File: config.mk
export PLATFORM = sky130hd
export DESIGN_NAME = aes_enc_round_ctrl
export DESIGN_NICKNAME = d
export VERILOG_FILES = /design/src/rtl/aes_enc_round_ctrl.sv
export SDC_FILE = /design/constraint.sdc
export NUM_CORES = 1
export LEC_CHECK = 0
export BUFFER_PORTS_ARGS = -buffer_cell sky130_fd_sc_hd__buf_2
export CORE_AREA = 3 3 351 353
export CTS_CLUSTER_SIZE = 40
export DETAILED_ROUTE_END_ITERATION = 16
export DIE_AREA = 0 0 354 356
export MAX_ROUTING_LAYER = met4
export RECOVER_POWER = 100
export SYNTH_ARGS = -nofsm -noshare
export SYNTH_HDL_FRONTEND = slang
export SYNTH_SLANG_ARGS = --single-unit
export TNS_END_PERCENT = 100
File: constraint.sdc
create_clock -name clk -period 2.5 [get_ports clk]
set_input_delay 0.5 -clock clk [delete_from_list [all_inputs] [get_ports clk]]
set_output_delay 0.5 -clock clk [all_outputs]
set_load 0.01 [all_outputs]
File: src/rtl/aes_enc_round_ctrl.sv
// Iterative AES-128 encryption sequencer: folds the initial AddRoundKey into the accept
// edge, then reuses one external combinational round/key-expansion datapath for all NR rounds.
module aes_enc_round_ctrl #(
  parameter int NR = 10
) (
  input  logic         clk,
  input  logic         rst,
  input  logic         in_valid,
  output logic         in_ready,
  input  logic [127:0] in_text,
  input  logic [127:0] in_key,
  output logic         out_valid,
  input  logic         out_ready,
  output logic [127:0] out_text,
  output logic [127:0] dp_state_o,
  output logic [127:0] dp_key_o,
  output logic [7:0]   dp_rcon_o,
  output logic         dp_final_o,
  input  logic [127:0] dp_key_i,
  input  logic [127:0] dp_state_i,
  output logic         busy,
  output logic [3:0]   round_o
);

  typedef enum logic [1:0] {IDLE, ROUND, DONE} fsm_t;

  fsm_t         st, st_nxt;
  logic [127:0] state_q, key_q, out_q;
  logic [7:0]   rcon_q;
  logic [3:0]   round_q;
  logic         last;

  function automatic logic [7:0] xtime(input logic [7:0] b);
    return {b[6:0], 1'b0} ^ (b[7] ? 8'h1b : 8'h00);
  endfunction

  assign last = (round_q == 4'(NR));

  always_ff @(posedge clk) begin
    if (rst) st <= IDLE;
    else     st <= st_nxt;
  end

  always_comb begin
    st_nxt    = st;
    in_ready  = 1'b0;
    out_valid = 1'b0;
    busy      = 1'b0;
    case (st)
      IDLE: begin
        in_ready = 1'b1;
        if (in_valid) st_nxt = ROUND;
      end
      ROUND: begin
        busy = 1'b1;
        if (last) st_nxt = DONE;
      end
      DONE: begin
        busy      = 1'b1;
        out_valid = 1'b1;
        if (out_ready) st_nxt = IDLE;
      end
      default: st_nxt = IDLE;
    endcase
  end

  // Round/key/rcon registers advance in lockstep with the FSM; the final round result is
  // captured separately so out_text is a pure register.
  always_ff @(posedge clk) begin
    if (rst) begin
      state_q <= '0;
      key_q   <= '0;
      out_q   <= '0;
      rcon_q  <= 8'h01;
      round_q <= '0;
    end else begin
      case (st)
        IDLE: if (in_valid) begin
          state_q <= in_text ^ in_key;
          key_q   <= in_key;
          rcon_q  <= 8'h01;
          round_q <= 4'd1;
        end
        ROUND: begin
          state_q <= dp_state_i;
          key_q   <= dp_key_i;
          rcon_q  <= xtime(rcon_q);
          if (last) out_q   <= dp_state_i;
          else      round_q <= round_q + 4'd1;
        end
        DONE: if (out_ready) round_q <= '0;
        default: ;
      endcase
    end
  end

  assign out_text   = out_q;
  assign dp_state_o = state_q;
  assign dp_key_o   = key_q;
  assign dp_rcon_o  = rcon_q;
  assign dp_final_o = last;
  assign round_o    = round_q;

endmodule

==> results of run 1 <==
-- cell type report --
cell class	instances	area, µm²	area share, %
Clock buffer	67	1408	5.740
Sequential cell	398	7968	32.49
Timing Repair Buffer	977	4762	19.42
Tap cell	1612	2017	8.224
Inverter	4	15.01	0.06122
Clock inverter	24	362.8	1.480
Antenna cell	14	35.03	0.1429
Multi-Input combinational cell	1327	7956	32.44
-- registers in the layout, summed over array words and instances (netlist names) --
name / flops
st: 2
dp_rcon_o: 8
dp_key_o: 128
out_text: 128
dp_state_o: 128
round_o: 4
-- routing by layer --
metal / vias up / GRT usage, %
met4: 0 / 4.892
met1: 8739 / 19.67
li1: 8384 / -
met2: 947 / 23.75
met3: 163 / 3.378
met5: - / -
-- Yosys cell counts (2+ instances only) --
| cell | count |
|---|---|
| dfxtp_1 | 398 |
| o22ai_1 | 2 |
| nor4_1 | 3 |
| ha_1 | 6 |
| a211oi_1 | 129 |
| clkbuf_1 | 118 |
| o21ai_0 | 37 |
| nor3_1 | 3 |
| a21oi_1 | 167 |
| mux2i_1 | 131 |
| a22oi_1 | 7 |
| nor2_1 | 235 |
| inv_1 | 4 |
| nor2b_1 | 3 |
| xnor2_1 | 36 |
| xor2_1 | 95 |
| a222oi_1 | 92 |
| nand2_1 | 369 |
| buf_1 | 16 |
| nand2b_1 | 3 |
| buf_2 | 30 |
-- power by group through the flow --
stage / Combinational, mW / Clock, mW / Sequential [mW]
2_1_floorplan: 2.20 / 0 / 7.77
3_3_place_gp: 4.91 / 0 / 7.47
3_5_place_dp: 4.95 / 0 / 7.49
4_1_cts: 4.97 / 8.28 / 7.36
5_1_grt: 5.11 / 8.51 / 7.45
6_report: 4.72 / 7.96 / 7.39
-- worst reg2reg max path, delay by kind of cell, from the launching register on --
family | cells | cell delay (ns)
simple gates | 2 | 0.65
fa+ha+maj | 1 | 0.33
compound gates | 1 | 0.62
flops | 1 | 0.34
buf+inv | 2 | 0.33
-- how the worst max path moves through the flow --
| stage | end | slack [ns] | depth (start not counted) | startpoint |
|---|---|---|---|---|
| 5_1_grt | dp_key_o[94]$_SDFFE_PP0P_ | 0.02 | 7 | st[0]$_SDFFE_PP0P_ |
| 6_report | dp_key_o[93]$_SDFFE_PP0P_ | 0.13 | 6 | st[1]$_SDFFE_PP0P_ |
| 4_1_cts | dp_final_o | 0.07 | 5 | round_o[0]$_SDFFE_PP0P_ |
| 3_5_place_dp | dp_key_o[103]$_SDFFE_PP0P_ | 0.25 | 7 | st[0]$_SDFFE_PP0P_ |
| 3_3_place_gp | round_o[3]$_SDFFE_PP0P_ | 0.28 | 6 | st[0]$_SDFFE_PP0P_ |
| 2_1_floorplan | round_o[3]$_SDFFE_PP0P_ | 0.46 | 7 | st[0]$_SDFFE_PP0P_ |
-- logic make-up (layout without fill, tap and decap cells) --
logic type               count (synthesis)  in the layout  synth area share (%)
AND/OR/NAND/NOR                        623            623                 14.45
buffers and inverters                  169           1072                 4.102
multiplexers                           131            131                 7.917
flip-flops                             398            398                 48.11
other                                    0             14                     0
XOR/XNOR                               131            131                 6.928
AO/OA/AOI/OAI                          436            436                 18.04
adder cells (fa/ha/maj)                  6              6                0.4533
-- timing repair --
| item | CTS | global route |
|---|---|---|
| endpoints found under the hold margin | 0 | 0 |
| buffers inserted | 0 | 0 |
| endpoints found under the setup margin | 0 | 1 |
| gates resized for setup | 0 | 1 |
==> results_dict.tcl, run 1 <==
set metrics [dict create \
    swShare_pct 32.53 \
    vias 18233 \
    final_area_mm2 0.02452 \
    finalClockSkew_ns 0.02319 \
    clkPwrFrac_pct 39.7 \
    drt-vias-per-instance 4.122 \
    yosysWarnings 0 \
    ys_types 31 \
    highest_layer "met4" \
    max_slew.worst_pin.slew_ns 0.7487 \
    routedWlPerCell_um 22.58 \
    io_pins 916 \
    cts_made_buffers 51 \
    grt_pass1_vias 17124 \
    post-route-period-util_pct 94.67 \
    clock_sinks 398 \
    layout.cells.non_filler 4423 \
    hold_violations 0 \
    path_max_fanout 126 \
    finalSetupViolCount 0 \
    internal-power_mw 13.54 \
    p_total_mw 20.07 \
    antenna_found_initial 34 \
    cts_tree "yes" \
    setup_tns_ns 0 \
    syn-mean-instance-area_um2 8.745 \
    ctsHoldBuffers 0 \
    synthArstFlopShare_pct 0 \
    m1WireLength_um 42840 \
    clock_latency_ns 0.61 \
    synthCells 1894 \
    p_per_area_mw_per_mm2 818.2 \
    required_ns 3.00 \
    peakVddDrop_mv 0.3800 \
    status "finished, final reports clean" \
    holdCritStartpoint "dp_state_i[13]" \
    synthDominantCellAreaShare_pct 48.11 \
    die_x_um 354 \
    path_clk_slew_ns 0.06 \
    placed_cell_area_mm2 0.02331 \
    crit_slowest_cell "nor2b_1" \
    maxSlewViolCount 0 \
    yosys_register_bits 398 \
    wl_um 99870 \
    synth-edff-count 0 \
    worst-path-buf-inv 2 \
    place_ws_ns 0.2470 \
    gp_congestion 0.9597 \
    root_buffer "clkbuf_16" \
    synth_nets 2416 \
    ys_top_cells_by_area "dfxtp_1 48%, nand2_1 8.4%, mux2i_1 7.9%, a211oi_1 5.8%, a222oi_1 5.6%" \
    dp_cells 4318 \
    critPathTopFamily "simple AND/OR/NAND/NOR gates" \
    die_area_mm2 0.1260 \
    n_fill_cell 13688 \
    syn-cell-area_mm2 0.01656 \
    grt_max_degree 127 \
    dr.pass1.iters 8 \
    setup_slack_ns 0.1333 \
    fin_crit_ns 2.367 \
    max_slew_margin_pct 50.09 \
    leakagePower_nw 9.440 \
    drt-initial-drc-count 1787 \
    clock_path_buffers 3 \
    yosysTopAreaCell "dfxtp_1" \
    globalRouteOverflowTotal 0 \
    fin_util_pct 20.41 \
    r2r_start "st[1]$_SDFFE_PP0P_" \
    layout.nets 3281 \
    cp.arrival_ns 2.87 \
    cap_viol_max_count 0 \
    route.met3.wl_um 8510 \
    worstHoldPathCells 3 \
    rows 127 \
    switchingPower_mw 6.527 \
    seq_power_share_pct 36.8 \
    rrSetupSlack_ns 0.13 \
    fmax_ghz 0.4225 \
    core_area_mm2 0.1201 \
    cp_cell_sequence "inv_1 > ha_1 > nor2b_1 > nor2_4 > buf_12 > a211oi_1" \
    start_kind "flop" \
    initial_core_util_pct 13.79 \
    syn2layout_area_growth_pct 48.07 \
    worst_hold_path_type "input pin to flop" \
    io_buffer_count 915 \
    crit_type "flop to flop" \
    drive_gt1_share_pct 23.60 \
    drc_errors 0 \
    timing.hold.ws_ns 0.1340 \
    hold_path_end "out_text[13]$_SDFFE_PP0P_" \
    htree_levels 2 \
    layout_commonest_cell "buf_2" \
    crit_path_max_incr_delay_ns 0.53 \
    reg2regPathDepth 6 \
    grt_pass1_wl_um 133600 \
    wl_met2_um 45020 \
    synth_top_flop_cell "dfxtp_1" \
    layout_common_cells "514 x buf_2, 413 x clkbuf_1, 398 x dfxtp_1" \
    postRouteAntennaNets 0 \
    yosysSeqAreaShare_pct 48.11 \
    comb_power_share_pct 23.5 \
    dp_hpwl_um 81170 \
    rsz0062_at_grt "false" \
    track_usage_pct 15.28 \
    cp-end-kind "flop" \
    die_height_um 356 \
    worstReg2RegEnd "dp_key_o[93]$_SDFFE_PP0P_" \
]
Note: power is estimated with default switching activity, not from simulation.
==> inputs of run 2 (changes only) <==
--- a/config.mk
+++ b/config.mk
@@ -5,11 +5,12 @@
 export SDC_FILE = /design/constraint.sdc
 export NUM_CORES = 1
 export LEC_CHECK = 0
+export ABC_AREA = 1
 export BUFFER_PORTS_ARGS = -buffer_cell sky130_fd_sc_hd__buf_2
-export CORE_AREA = 3 3 351 353
+export CORE_AREA = 3 3 358 360
 export CTS_CLUSTER_SIZE = 40
 export DETAILED_ROUTE_END_ITERATION = 16
-export DIE_AREA = 0 0 354 356
+export DIE_AREA = 0 0 361 363
 export MAX_ROUTING_LAYER = met4
 export RECOVER_POWER = 100
 export SYNTH_ARGS = -nofsm -noshare
==> results_dict.tcl, run 2 <==
set metrics [dict create \
    status "finished, final reports clean" \
    leakagePower_nw 9.840 \
    cts_post_setup_buffers_inserted 0 \
    holdCritStartpoint "dp_state_i[78]" \
    initial_core_util_pct 13.74 \
    max_slew.worst_pin.slew_ns 0.8637 \
    r2r_start "st[1]$_SDFFE_PP0P_" \
    p_per_area_mw_per_mm2 812.7 \
    finalSetupViolCount 0 \
    drive_gt1_share_pct 20.34 \
    crit_type "flop to primary output" \
    rsz0062_at_grt "false" \
    start_kind "flop" \
    grt_max_degree 114 \
    vias 19937 \
    grt_pass1_vias 18647 \
    crit_path_max_incr_delay_ns 0.36 \
    die_x_um 361 \
    cts_tree "yes" \
    drt-initial-drc-count 1755 \
    path_clk_slew_ns 0.06 \
    critPathTopFamily "buffers and inverters" \
    max_slew_margin_pct 42.23 \
    drt-vias-per-instance 4.080 \
    yosysWarnings 0 \
    finalClockSkew_ns 0.02298 \
    fmax_ghz 0.4396 \
    rows 130 \
    worst_hold_path_type "input pin to flop" \
    path_max_fanout 6 \
    hold_violations 0 \
    maxSlewViolCount 0 \
    io_pins 916 \
    gp_congestion 0.9375 \
    io_buffer_count 915 \
    track_usage_pct 15.42 \
    layout_common_cells "676 x nand2_1, 514 x buf_2, 408 x clkbuf_1" \
    routedWlPerCell_um 21.31 \
    n_fill_cell 14356 \
    yosys-top-cells-count "676 x nand2_1, 398 x dfxtp_1, 268 x a21oi_1, 268 x nor2_1, 251 x o21ai_0" \
    yosysSeqAreaShare_pct 46.25 \
    cp.arrival_ns 1.77 \
    yosys_register_bits 398 \
    ys_types 21 \
    crit_slowest_cell "dfxtp_1" \
    cp_cell_sequence "inv_1 > ha_1 > clkbuf_2" \
    synth-edff-count 0 \
    synth_top_flop_cell "dfxtp_1" \
    required_ns 2.00 \
    fin_crit_ns 2.275 \
    cts_made_buffers 53 \
    synthCells 2348 \
    globalRouteOverflowTotal 0 \
    core_area_mm2 0.1254 \
    clock_path_buffers 3 \
    worst-path-buf-inv 2 \
    syn-cell-area_mm2 0.01723 \
    fin_util_pct 19.86 \
    ctsHoldBuffers 0 \
    cap_viol_max_count 0 \
    synth.most_common_cell "nand2_1" \
    ctsResizeCount 0 \
    syn-mean-instance-area_um2 7.338 \
    yosysTopAreaCell "dfxtp_1" \
    antenna_found_initial 48 \
    root_buffer "clkbuf_16" \
    die_height_um 363 \
    dr.pass1.iters 7 \
    grt_pass1_wl_um 141000 \
    die_area_mm2 0.1310 \
    postRouteAntennaNets 0 \
    synthArstFlopShare_pct 0 \
    synthDominantCellAreaShare_pct 46.25 \
    ys_top_cells_by_area "dfxtp_1 46%, nand2_1 15%, a21oi_1 7.8%, o21ai_0 7.3%, xor2_1 6.6%" \
    peakVddDrop_mv 0.4851 \
    layout_commonest_cell "nand2_1" \
    clock_latency_ns 0.62 \
    cp-end-kind "primary output" \
    dp_hpwl_um 82350 \
    layout.nets 3696 \
    clock_sinks 398 \
    startpoint "st[0]$_SDFFE_PP0P_" \
    wl_um 104100 \
    post-route-period-util_pct 90.99 \
    synth_nets 2870 \
    syn2layout_area_growth_pct 44.52 \
    htree_levels 2 \
    setup_tns_ns 0 \
    drc_errors 0 \
]
[run 2: changes by cell type in the layout (fill, tap and decap cells not counted), moves of 12 or more]
cell and delta:
a211oi_1 -129, a21oi_1 +101, a222oi_1 -92, a31oi_1 +128, buf_4 -19, inv_1 +12, mux2i_1 -131, nand2_1 +308
nor2_1 +35, o21ai_0 +216, xnor2_1 -36, xor2_1 +34
[run 2: layout make-up]
cell class	instances	area, µm²	share of cell area (%)
antenna	22	55.05	0.2211
clock buffer	75	1562	6.271
clock inverter	21	269.0	1.080
inverter	19	87.58	0.3517
multi-input combinational	1744	8290	33.29
sequential	398	7968	32.00
tap	1650	2064	8.291
timing repair buffer	958	4604	18.49
[run 2: kinds of logic after synthesis]
kind of cell               count (synthesis)  synth area share (%)
buffers and inverters                    206                 5.817
and+or+nand+nor                          953                 20.93
xor gates and xnor gates                 129                 6.558
adders and majority gates                  6                0.4357
DFF                                      398                 46.25
AOI/OAI and AO/OA                        656                 20.01
[run 2: stage by stage]
stage / hold slack, ns / instance area (µm²) / setup slack, ns / instances / power [mW]
final: 0.1298 / 24900 / 0.2253 / 4887 / 20.24
after global routing: 0.07654 / 24890 / 0.06392 / 4882 / 21.34
after CTS: 0.04854 / 25430 / 0.1344 / 4865 / 20.77
after detailed placement: 0.4519 / 23600 / 0.4532 / 4769 / 12.44
after global placement: 0.4492 / 23600 / 0.4670 / 4769 / 12.38
after floorplan: 0.4719 / 17230 / 0.8978 / 2348 / 9.950
[run 2: worst paths after layout]
path	endpoint	slack, ns	cells after the start
setup / recovery	in_ready	0.23	3
hold / removal	out_text[78]$_SDFFE_PP0P_	0.13	3
setup reg to reg	dp_key_o[7]$_SDFFE_PP0P_	0.25	6
hold reg to reg	dp_state_o[90]$_SDFFE_PP0P_	0.46	2
[run 2: per-layer routing]
layer	wire length, µm	vias up	track usage, %
li1	-	9420	-
met1	45120	9400	19.29
met2	47240	935	24.21
met3	8424	182	4.224
met4	3352	0	4.615
met5	0	-	-
[run 2: report_power, final]
part           switching [mW]  total, mW  internal (mW)
clock network            3.27       8.14           4.87
logic                    3.21       4.70           1.49
registers               0.372       7.40           7.03
total                    6.86       20.2           13.4
[run 2: worst register-to-register path, cell delays in order, from the launching register on]
cell and delay (ns):
dfxtp_1 0.38, inv_1 0.10, ha_4 0.24, inv_8 0.10, buf_6 0.56, nand2_1 0.51
a31oi_1 0.28
